`src/rtl/ram_arbiter.sv`:
```
// Arbiter in front of a single-port RAM: clears every word after reset, then
// grants two requesters round-robin with a one-cycle read-return path.
module ram_arbiter #(
    parameter int unsigned       ADDR_W    = 5,
    parameter int unsigned       DATA_W    = 3,
    parameter logic [DATA_W-1:0] CLEAR_VAL = '0
) (
    input  logic              clock,
    input  logic              reset,
    input  logic              req_a,
    input  logic              req_b,
    input  logic              we_a,
    input  logic              we_b,
    input  logic [ADDR_W-1:0] addr_a,
    input  logic [ADDR_W-1:0] addr_b,
    input  logic [DATA_W-1:0] wdata_a,
    input  logic [DATA_W-1:0] wdata_b,
    output logic              gnt_a,
    output logic              gnt_b,
    output logic              rvalid_a,
    output logic              rvalid_b,
    output logic [DATA_W-1:0] rdata,
    output logic              busy,
    output logic [ADDR_W-1:0] ram_address,
    output logic [DATA_W-1:0] ram_data,
    output logic              ram_wren,
    input  logic [DATA_W-1:0] ram_q
);

    localparam logic [ADDR_W-1:0] LAST_ADDR = '1;

    typedef enum logic {
        ST_CLEAR = 1'b0,
        ST_SERVE = 1'b1
    } state_t;

    state_t            r_state;
    state_t            w_state_nxt;
    logic [ADDR_W-1:0] r_cnt;
    logic [ADDR_W-1:0] r_addr_hold;
    logic              r_last_a;
    logic              r_rvalid_a;
    logic              r_rvalid_b;

    logic              w_gnt_a;
    logic              w_gnt_b;
    logic [ADDR_W-1:0] w_ram_address;
    logic [DATA_W-1:0] w_ram_data;
    logic              w_ram_wren;

    // State register
    always_ff @(posedge clock) begin
        if (reset) begin
            r_state <= ST_CLEAR;
        end else begin
            r_state <= w_state_nxt;
        end
    end

    // Sweep counter, round-robin pointer, read-return flags, idle address hold
    always_ff @(posedge clock) begin
        if (reset) begin
            r_cnt       <= '0;
            r_addr_hold <= '0;
            r_last_a    <= 1'b0;
            r_rvalid_a  <= 1'b0;
            r_rvalid_b  <= 1'b0;
        end else begin
            if (r_state == ST_CLEAR) begin
                r_cnt <= r_cnt + ADDR_W'(1);
            end
            if (w_gnt_a) begin
                r_last_a <= 1'b1;
            end else if (w_gnt_b) begin
                r_last_a <= 1'b0;
            end
            r_rvalid_a  <= w_gnt_a & ~we_a;
            r_rvalid_b  <= w_gnt_b & ~we_b;
            r_addr_hold <= w_ram_address;
        end
    end

    // Next state, grant decision and RAM drive; reset masks every grant and write
    always_comb begin
        w_state_nxt   = r_state;
        w_gnt_a       = 1'b0;
        w_gnt_b       = 1'b0;
        w_ram_address = r_addr_hold;
        w_ram_data    = '0;
        w_ram_wren    = 1'b0;
        if (!reset) begin
            case (r_state)
                ST_CLEAR: begin
                    w_ram_address = r_cnt;
                    w_ram_data    = CLEAR_VAL;
                    w_ram_wren    = 1'b1;
                    if (r_cnt == LAST_ADDR) begin
                        w_state_nxt = ST_SERVE;
                    end
                end
                ST_SERVE: begin
                    // A wins a tie only when B was granted most recently
                    if (req_a && (!req_b || !r_last_a)) begin
                        w_gnt_a       = 1'b1;
                        w_ram_address = addr_a;
                        w_ram_data    = wdata_a;
                        w_ram_wren    = we_a;
                    end else if (req_b) begin
                        w_gnt_b       = 1'b1;
                        w_ram_address = addr_b;
                        w_ram_data    = wdata_b;
                        w_ram_wren    = we_b;
                    end
                end
                default: w_state_nxt = ST_CLEAR;
            endcase
        end
    end

    assign gnt_a       = w_gnt_a;
    assign gnt_b       = w_gnt_b;
    assign busy        = reset | (r_state == ST_CLEAR);
    assign rvalid_a    = r_rvalid_a & ~reset;
    assign rvalid_b    = r_rvalid_b & ~reset;
    assign rdata       = (rvalid_a | rvalid_b) ? ram_q : '0;
    assign ram_address = w_ram_address;
    assign ram_data    = w_ram_data;
    assign ram_wren    = w_ram_wren;

endmodule

```
`config.mk`:
```
export PLATFORM = sky130hd
export DESIGN_NAME = ram_arbiter
export DESIGN_NICKNAME = d
export VERILOG_FILES = /design/src/rtl/ram_arbiter.sv
export SDC_FILE = /design/constraint.sdc
export NUM_CORES = 1
export LEC_CHECK = 0
export CORE_MARGIN = 8
export CORE_UTILIZATION = 41
export CTS_BUF_LIST = sky130_fd_sc_hd__clkbuf_4
export DETAILED_ROUTE_END_ITERATION = 10
export PLACE_DENSITY = 0.86
export SYNTH_ARGS = -nofsm -noshare
export SYNTH_HDL_FRONTEND = slang
export SYNTH_SLANG_ARGS = --single-unit
```
`constraint.sdc`:
```
create_clock -name clock -period 1.54 [get_ports clock]
set_input_delay 0.231 -clock clock [delete_from_list [all_inputs] [get_ports clock]]
set_output_delay 0.231 -clock clock [all_outputs]
set_load 0.005 [all_outputs]
```
==> impl_metrics.csv <==
group,metric,value,unit
outcome,outcome,"finished, violations left",
outcome,violations,"setup timing",
hold_path,hp-class,"in2reg",
global_route,grt_pass1_vias,1246,
cts,cts.sinks,14,
yosys,synth_xor_area_share,2.062,%
power,clock_power_share,24.5,%
cts,cts_buffers,3,
cts,cts_buffer_depth,2,
power,p_seq_share,45.1,%
critical_path,worstSetupStartpointType,"register",
critical_path,critical_path_class,"reg2out",
die,dieArea,3785,µm²
power,powerDensity,502.4,nW/µm²
timing,setup_viol,12,
route,vias_per_cell,5.730,
layout,drive_above_1_share,43.48,%
yosys,syn_nets,136,
cts,cts-hold-fix-buffers,0,
yosys,ys_async_sr_fraction,0,%
critical_path,cp-end-kind,"primary output",
yosys,synth.avg_cell_area,7.794,µm²
die,die_h,61.52,µm
critical_path,cp_cell_sequence,"nand2b_4, nand3b_1, a32oi_2, buf_4, mux2i_1, buf_2",
power,peakVddDrop,465.6,µV
place,dp_hpwl,2435,µm
layout,finish.net_count,213,
critical_path,critPathSlowestCell,"dfxtp_4",
critical_path,cp.required,1310,ps
timing,rsz0062_at_grt,"yes",
place,place_ws,-756.8,ps
timing,slew_viol_final,0,
yosys,synth-simple-area-share,31.81,%
yosys,synth_compound_area_share,18.11,%
die,core-area,1962,µm²
yosys,synth-seq-cells,14,
timing,finalHoldViolCount,0,
flow_run,maxCapViolCount,0,
yosys,synth_area,849.6,µm²
timing,fin_skew,0.8837,ps
timing,worst_pin_slew,274.1,ps
place,gp_congestion,0.8114,
route,wl_per_cell,22.39,µm
timing,min_period,1841,ps
power,totalPowerFinal,0.8423,mW
die,start_util,43.30,%
route,drt_first_iter_violations,114,
global_route,grt_pass1_wl,5913,µm
global_route,grt_max_degree,11,
power,swShare,28.13,%
layout,diodes,0,
yosys,yosysWarningCount,0,
power,p_int,0.6054,mW
power,power_frac_comb,30.5,%
critical_path,max_stage_delay,390,ps
global_route,antenna_found_initial,0,
route,drc,0,
yosys,synth-edff-count,0,
power,power.leakage,0.7590,nW
timing,relSlewSlack,81.56,%
timing,fmax,0.5433,GHz
die,ios,42,
route,firstDrtPassIters,4,
route,num_vias,1209,
power,power.switching,0.2370,mW
yosys,yosys.area_share.adder,2.946,%
yosys,ys_seq_area_share,32.99,%
cts,clk_latency,280,ps
timing,finalWorstSetupSlack,-300.6,ps
timing,min_period_over_period,119.5,%
route,ant_nets,0,
critical_path,arrival,1610,ps
cts,clk_pin_slew_worst_paths,80,ps
yosys,syn_inst,109,
global_route,grt_usage,21.23,%
layout,n_fill_cell,100,
yosys,synth-main-ff-cell,"dfxtp_1",
global_route,grt_overflow,0,
yosys,synth_top_family_by_area,"simple AND/OR/NAND/NOR gates",
yosys,ys_types,36,
cts,h-tree-depth,1,
yosys,synthMuxAreaShare,5.891,%
cts,cts_tree,"done",
critical_path,path_max_fanout,5,
die,die_width,61.52,µm
layout,area_delta_synth_final,97.35,%
cts,cts-root-buf,"clkbuf_4",
die,fp-row-count,16,
route,drt_wl_total,4725,µm
place,io_buffers,41,
cell usage after synthesis (all sizes together) (3+ instances only):
master  instances  area, µm²
inv             5      18.76
nor2b           4      25.02
mux2i           5      50.05
buf             5      30.02
or3             3      18.77
dfxtp          14      280.3
nand2b          3      18.77
o21ai           3      18.77
and2            4      25.02
nor2           19      71.32
a22oi           4      30.03
a21oi           4      20.02
nand2           9      33.78
nor3            5      25.02
worst max-delay path: cells and delay by family (launching register included):
kind | cells | cell delay [ps]
AO/OA/AOI/OAI | 1 | 250
buffers and inverters | 2 | 290
AND/OR/NAND/NOR | 2 | 320
flip-flops | 1 | 390
multiplexers | 1 | 70
cell usage in the layout, fill, tap and decap left out, types with 3 or more instances in the layout:
cell type,count
a22oi_2,3
nor2_2,3
buf_4,26
clkbuf_4,3
nor3_1,3
nor2b_1,3
inv_1,4
mux2i_1,5
dfxtp_1,12
or3_1,3
nand2_1,7
buf_2,11
clkdlybuf4s50_1,22
buf_6,11
dlygate4sd2_1,3
and2_1,3
nor2_1,15
area by class of cell:
class / instances / area (µm²) / share of cell area (%)
repair buffers: 78 / 670.6 / 40.00
multi-input cells: 84 / 643.1 / 38.36
flip-flops and latches: 14 / 287.8 / 17.16
well taps: 27 / 33.78 / 2.015
clock buffers: 3 / 22.52 / 1.343
inverters: 5 / 18.77 / 1.119
kinds of logic after synthesis:
family | Yosys count
AOI/OAI and AO/OA | 20
xor gates and xnor gates | 2
adders and majority gates | 2
buffers and inverters | 11
DFF | 14
muxes | 5
and+or+nand+nor | 55
power groups by stage:
stage / clock [mW] / sequential [mW] / combinational (mW)
2_1_floorplan: 0 / 0.389 / 0.0664
3_3_place_gp: 0 / 0.390 / 0.182
3_5_place_dp: 0 / 0.390 / 0.189
4_1_cts: 0.208 / 0.378 / 0.220
5_1_grt: 0.220 / 0.381 / 0.267
6_report: 0.206 / 0.380 / 0.257
path summary, 6_finish.rpt:
check | startpoint | end | slack (ps) | cells after the start
setup reg to reg | r_last_a | r_addr_hold[2] | -180 | 11
setup / recovery | r_last_a | ram_address[2] | -300 | 6
hold reg to reg | r_cnt[1] | r_cnt[1] | 540 | 2
hold / removal | reset | r_state | 500 | 3
timing repair:
action                     CTS  global route
pin swaps                   11             9
buffers inserted            13             3
hold endpoints to repair     0             0
setup endpoints to repair   17            14
resized for setup           80            20
sequential cells by signal (all words and copies together) (netlist names):
register / flops
r_cnt: 5
r_addr_hold: 5
r_rvalid_b: 1
r_last_a: 1
r_rvalid_a: 1
r_state: 1
routing by layer:
metal	track usage, %	up-vias	share of wire [%]
li1	-	537	-
met2	38.70	84	50
met1	20.09	568	37
met3	5.846	20	10
met5	0	-	0
met4	14.29	0	3.8
stage by stage:
stage	hold slack (ps)	cells	TNS, ps	instance area, µm²	utilization [%]
after detailed placement	525.9	194	-10340	1433	73.02
after global placement	515.1	194	-9639	1433	73.02
after floorplan	310.3	109	0	849.6	-
after global routing	522.1	211	-1902	1677	85.46
after CTS	451.0	209	-998.5	1608	81.95
final	504.6	211	-1419	1677	85.46
Power figures use the tool's default switching activity.
